**config.mk**
```make
export PLATFORM = sky130hd
export DESIGN_NAME = aes_round_sched
export DESIGN_NICKNAME = d
export VERILOG_FILES = /design/src/rtl/aes_round_sched.sv
export SDC_FILE = /design/constraint.sdc
export NUM_CORES = 1
export LEC_CHECK = 0
export ABC_CLOCK_PERIOD_IN_PS = 4200
export CAP_MARGIN = 20
export CORE_AREA = 2 2 253 255
export DETAILED_ROUTE_END_ITERATION = 10
export DIE_AREA = 0 0 255 257
export GPL_TIMING_DRIVEN = 0
export MAX_ROUTING_LAYER = met4
export SYNTH_ARGS = -nofsm -noshare
export SYNTH_HDL_FRONTEND = slang
export SYNTH_SLANG_ARGS = --single-unit
```
**constraint.sdc**
```tcl
create_clock -name clk -period 4.2 [get_ports clk]
set_input_delay 0.84 -clock clk [delete_from_list [all_inputs] [get_ports clk]]
set_output_delay 0.84 -clock clk [all_outputs]
set_load 0.01 [all_outputs]
```
**src/rtl/aes_round_sched.sv**
```systemverilog
// rtl/aes_round_sched.sv - round sequencer and two-port arbiter for an iterative AES datapath
// Define AES_SCHED_RR_EN for round-robin arbitration; otherwise requester 0 has fixed priority.
module aes_round_sched #(
  parameter int NK    = 4,
  parameter int NR    = NK + 6,
  parameter int RK_AW = 4
) (
  input  logic             clk,
  input  logic             rst_n,
  input  logic [1:0]       req_valid,
  output logic [1:0]       req_ready,
  input  logic [255:0]     req_pt,
  input  logic             key_ready,
  output logic [RK_AW-1:0] rk_addr,
  output logic [127:0]     core_din,
  output logic             core_load,
  output logic             core_step,
  output logic             core_final,
  input  logic [127:0]     core_dout,
  output logic             rsp_valid,
  input  logic             rsp_ready,
  output logic [127:0]     rsp_ct,
  output logic             rsp_id,
  output logic             err_abort
);

  typedef enum logic [1:0] {IDLE, ROUND, DONE} state_t;

  localparam logic [RK_AW-1:0] LAST_RND = RK_AW'(NR);

  state_t           state_q, state_d;
  logic [RK_AW-1:0] rnd_q, rnd_d;
  logic             id_q, id_d;
  logic             grant_vld;
  logic             grant_id;

  assign grant_vld = rst_n && key_ready && (req_valid != 2'b00) && (state_q == IDLE);

`ifdef AES_SCHED_RR_EN
  logic last_q, last_d;

  always_comb begin
    grant_id = (req_valid == 2'b11) ? ~last_q : req_valid[1];
    last_d   = last_q;
    if (grant_vld) last_d = grant_id;
  end

  always_ff @(posedge clk) begin
    if (!rst_n) last_q <= 1'b1;
    else        last_q <= last_d;
  end
`else
  assign grant_id = ~req_valid[0];
`endif

  always_ff @(posedge clk) begin
    if (!rst_n) begin
      state_q <= IDLE;
      rnd_q   <= '0;
      id_q    <= 1'b0;
    end else begin
      state_q <= state_d;
      rnd_q   <= rnd_d;
      id_q    <= id_d;
    end
  end

  always_comb begin
    state_d = state_q;
    rnd_d   = rnd_q;
    id_d    = id_q;
    case (state_q)
      IDLE: begin
        if (grant_vld) begin
          state_d = ROUND;
          rnd_d   = RK_AW'(1);
          id_d    = grant_id;
        end
      end
      ROUND: begin
        // Losing the key schedule mid-block drops the block without a response.
        if (!key_ready) begin
          state_d = IDLE;
          rnd_d   = '0;
        end else if (rnd_q == LAST_RND) begin
          state_d = DONE;
          rnd_d   = '0;
        end else begin
          rnd_d = rnd_q + RK_AW'(1);
        end
      end
      DONE: begin
        if (rsp_ready) state_d = IDLE;
      end
      default: state_d = IDLE;
    endcase
  end

  always_comb begin
    req_ready  = 2'b00;
    rk_addr    = '0;
    core_din   = '0;
    core_load  = 1'b0;
    core_step  = 1'b0;
    core_final = 1'b0;
    rsp_valid  = 1'b0;
    rsp_ct     = '0;
    rsp_id     = 1'b0;
    err_abort  = 1'b0;
    if (rst_n) begin
      case (state_q)
        IDLE: begin
          if (grant_vld) begin
            req_ready[grant_id] = 1'b1;
            core_load           = 1'b1;
            core_din            = grant_id ? req_pt[255:128] : req_pt[127:0];
          end
        end
        ROUND: begin
          if (key_ready) begin
            rk_addr = rnd_q;
            if (rnd_q == LAST_RND) core_final = 1'b1;
            else                   core_step  = 1'b1;
          end else begin
            err_abort = 1'b1;
          end
        end
        DONE: begin
          // The datapath holds its state while no strobe is asserted.
          rsp_valid = 1'b1;
          rsp_ct    = core_dout;
          rsp_id    = id_q;
        end
        default: ;
      endcase
    end
  end

endmodule

```
Yosys cells after proc, flatten, opt, wreduce, memory -nomap -nowiden. Cells that the tools add are included.

Multipliers: 0. Div/mod/pow operators: 0. Multiplexer cells: 41. Shift operators: 0. Add/sub/neg operators: 1. Reduce and logical (&&, ||, !) cells: 10. Bitwise gates (word level): 1. Magnitude comparators: 2. Equality and inequality tests: 6.

Operators by type and width (count): 128-bit two-way mux (6); 4-bit two-way mux (6); 1-bit two-way mux (19); 2-bit two-way mux (7); 4-bit one-hot mux with 2 select lines (1); 2-bit one-hot mux with 3 select lines (1); 4-bit by 1-bit adder with 4-bit output (second input constant) (1); 4-bit == test (second input constant) (1); 1-bit logical AND (4); 2-bit != test (second input constant) (2); 2-bit AND reduction (2); 2-bit nonzero test (2); 3-bit != test (second input constant) (1); 3-bit AND reduction (1); 2-bit by 1-bit == test with 1-bit output (second input constant) (1); 2-bit == test (second input constant) (1); 2-bit logical NOT (1); 1-bit by 2-bit < comparator with 1-bit output (second input constant) (1); 1-bit demux with 1-bit select (1); 1-bit >= comparator (second input constant) (1); 1-bit NOT (1).

Latch bits: 0. Bits of input ports: 390. Output and inout bits: 268. ROM bits: 0. Bits in registers: 7. Memories kept: 0. Memory bits (writable): 0.

Depth between registers and ports, before layout.
Depth after elaboration: 8. Gate-level depth with buffers: 6.

Worst setup path after synthesis. OpenSTA, ideal clock, no wires.

Path kind: input port to output port. Start: input port key_ready. End: output port core_din[100]. Data arrival time: 1.883 ns. Stages on the path: 6. Path slack: 1.477 ns. Data required time: 3.360 ns. Cell sequence: buf_2 -> nand2_2 -> and4bb_2 -> buf_12 -> buf_8 -> a22o_1.

Word-level cells in the longest chain between the ends: 6.

Ends and longest elaborated chain: from (decl) (RTL line 13) `input logic key_ready,`; 1-bit logical AND (3 in a row) (RTL line 37) `assign grant_vld = rst_n && key_ready && (req_valid != 2'b00) && (state_q == IDLE);`; 128-bit two-way mux (RTL line 113) `if (grant_vld) begin`; 128-bit two-way mux (RTL line 111) `case (state_q)`; 128-bit two-way mux (RTL line 110) `if (rst_n) begin`; to (decl) (RTL line 15) `output logic [127:0] core_din,`.

Every way passes these cells.

Worst setup path after layout.
Start: input port rst_n. End: output port core_din[62].

Word-level cells in the longest chain between the ends: 6.

Ends and longest elaborated chain: from (decl) (RTL line 9) `input logic rst_n,`; 1-bit logical AND (3 in a row) (RTL line 37); 128-bit two-way mux (RTL line 113); 128-bit two-way mux (RTL line 111); 128-bit two-way mux * (RTL line 110).

Every way passes the cells marked *; elsewhere a longest branch is shown, timed or not.

==> results.toml <==
[run_status]
status = "finished clean"

[floorplan]
start_util_pct = 4.310
core_area_sq_um = 62740
ios = 658
die_area_sq_um = 65540
die_y_um = 257
die_x_um = 255
num_rows = 92

[setup_path]
cp_data_arrival_time_ps = 3230
worstSetupPathType = "in -> out"
ff2ff_path_depth = 5
max_stage_delay_ps = 630
cp-end-kind = "primary output"
crit_fanout = 10
rrSetupSlack_ps = 2790
critPathLaunchType = "input pin"
path_buf_inv = 4
r2r-start = "rnd_q[0]"
crit_family = "buffers and inverters"
crit_chain = "clkdlybuf4s50_1, nand2_2, and4bb_2, buf_12, buf_8, a22o_1, clkdlybuf4s50_1"
cpMaxStageDelayCell = "clkdlybuf4s50_1"
crit_top_cell = "clkdlybuf4s50_1"
required_ps = 3360
r2r_end = "rnd_q[2]"

[flow_run]
timing.max_cap.violations = 0

[global_routing]
grt_use_total_pct = 8.983
antenna_found_initial = 6
grt_pass1_vias = 5730
grt_overflow_total = 0
grt_pass1_wl_mm = 40.94
grt_max_degree = 11

[power_and_ir_drop]
ir_drop_v = 0.0001607
powerDensity_nw_per_um2 = 82.09
cellLeakagePower_uw = 0.003757

[route]
firstDrtPassIters = 4
route.detailed.drc = 0
top_layer = "met4"
dr.first_iter.drc_count = 250
wl_met3_mm = 3.086
drt-met1-wl_mm = 13.53
dr_wl_met2_mm = 14.80
routed_wl_mm = 32.14
via_count = 5620
wl_per_cell_um = 17.25
routed_via_density = 3.017
postRouteAntennaNets = 0

[worst_hold_path]
min_path_cells = 1
hp-start = "rnd_q[1]"
min_to = "rnd_q[1]"
hold_path.class = "reg -> reg"

[clocking]
cts_setup_buffers = 0
numCtsBuffers = 3
cts_tree = "built"
cts.clk_slew.worst_paths_ps = 40
clk_path_buf_depth = 2
cts_max_level = 1
cts_sinks = 7
cts-root-buf = "clkbuf_16"
clk_latency_ps = 230

[synthesis]
synth_area_leaders = "a22o_1 (41%), and2_1 (31%), buf_8 (5.6%)"
synth_edf_count = 0
synth_compound_area_share_pct = 44.79
synth-xor-area-share_pct = 0.3239
synthAdderAreaFrac_pct = 0.9255
yosysTopAreaCellShare_pct = 41.46
synth_ff_type = "dfxtp_1"
synth.net_count = 744
yosys.area.top_type = "a22o_1"
synthArstFlopShare_pct = 0
synth_cell_types = 36
ys_ff_latch = 7
syn_area_per_cell_sq_um = 7.681
synthSimpleGateAreaFrac_pct = 35.54
yosys_warnings = 0
synth_common_cells = "and2_1 (132), a22o_1 (128), buf_2 (14)"
yosysMostFrequentCell = "and2_1"
synth-seq-area-share_pct = 5.183
syn_inst = 352
synth_mux_area_share_pct = 0
synth_top_family_by_area = "compound AO/OA/AOI/OAI gates"
syn_area_sq_um = 2704

[placement]
portBuffers = 656
placedCellCount = 1854
gp_congestion = 0.9169
dp_hpwl_mm = 28.84

[timing]
max_freq_ghz = 0.2455
clock_skew_ps = 0.4014
post-route-min-period_ps = 4073
post-route-period-util_pct = 96.98
fin_hold_ws_ps = 515.5
finalSetupViolCount = 0
slew-limit-headroom_pct = 65.58
rsz0062_at_grt = "false"
hold_viol = 0
slew_viol_final = 0
worst_pin_slew_ps = 518.4

[cells_and_area]
nets = 1404
layout.cells.non_filler = 1863
drive_gt1_share_pct = 3.956
area_growth_pct = 285.4
==> layer usage <==
layer  up-vias  track usage, %
li1       2643               -
met1      2598           10.86
met2       348           14.86
met3        31           2.357
met4         0           1.982
met5         -               -
==> cell usage in the layout, fill, tap and decap left out, drive strengths merged <==
master and instances:
a2111oi 1, a21oi 2, a221o 1, a22o 128, a311oi 1, a31oi 1, and2 132, and3 2
and4 1, and4b 2, and4bb 1, buf 29, clkbuf 18, clkdlybuf4s50 646, dfxtp 7, diode 6
dlygate4sd2 9, dlymetal6s2s 1, ha 2, inv 5, nand2 3, nand2b 1, nand3 1, nand3b 1
nor2 4, nor2b 1, nor3 3, nor4 1, o211ai 1, o221a 1, o2bb2ai 2, o311a 1
or3 1, xor2 1
==> stage by stage <==
step / total power [uW] / setup WS [ps] / TNS, ps / utilization, % / area [sq um]
after floorplan: 186.8 / 1477 / 0 / - / 2704
after global placement: 685.2 / -514.7 / -23240 / 16.46 / 10330
after global routing: 892.4 / 11.25 / 0 / 16.61 / 10420
after detailed placement: 689.7 / -542.9 / -25830 / 16.46 / 10330
after CTS: 859.2 / 0.6417 / 0 / 16.59 / 10410
final: 855.3 / 126.7 / 0 / 16.61 / 10420
==> layout make-up <==
| cell class | instances | area, sq um |
|---|---|---|
| fillers | 7039 | 52320 |
| repair buffers | 656 | 6558 |
| multi-input cells | 296 | 2211 |
| well taps | 846 | 1059 |
| plain buffers | 43 | 340.3 |
| flip-flops and latches | 7 | 140.1 |
| clock buffers | 4 | 78.83 |
| inverters | 5 | 18.77 |
| diodes | 6 | 15.01 |
==> sequential cells by signal, indices dropped and copies added, names as in the netlist <==
signal,cells
state_q,2
rnd_q,4
id_q,1
==> worst max path at each step <==
stage / startpoint / to / slack (ps) / cells past startpoint
finish: rst_n / core_din[62] / 130 / 7
global route: rst_n / rsp_ct[8] / 10 / 5
CTS: rst_n / rsp_ct[54] / 0.6 / 6
detailed placement: rst_n / rsp_ct[67] / -540 / 6
global placement: rst_n / rsp_ct[67] / -510 / 6
floorplan: key_ready / core_din[100] / 1480 / 6
==> timing repair <==
action / CTS / global route
setup endpoints to repair: 111 / 45
hold buffers: 0 / 0
gates resized for setup: 14 / 3
cloned: 0 / 0
==> power breakdown <==
part	internal [uW]	total, uW	switching, uW
registers	69.1	72.8	3.74
clock network	126	164	37.5
logic	444	619	175
total	639	855	216
==> kinds of logic (layout without fill, tap and decap cells) <==
kind of cell,Yosys count,count (layout)
AO/OA/AOI/OAI,139,139
adder cells (fa/ha/maj),2,2
buffers and inverters,49,708
flip-flops,7,7
AND/OR/NAND/NOR,154,154
XOR/XNOR,1,1
other,0,6
(Power assumes the default switching activity.)
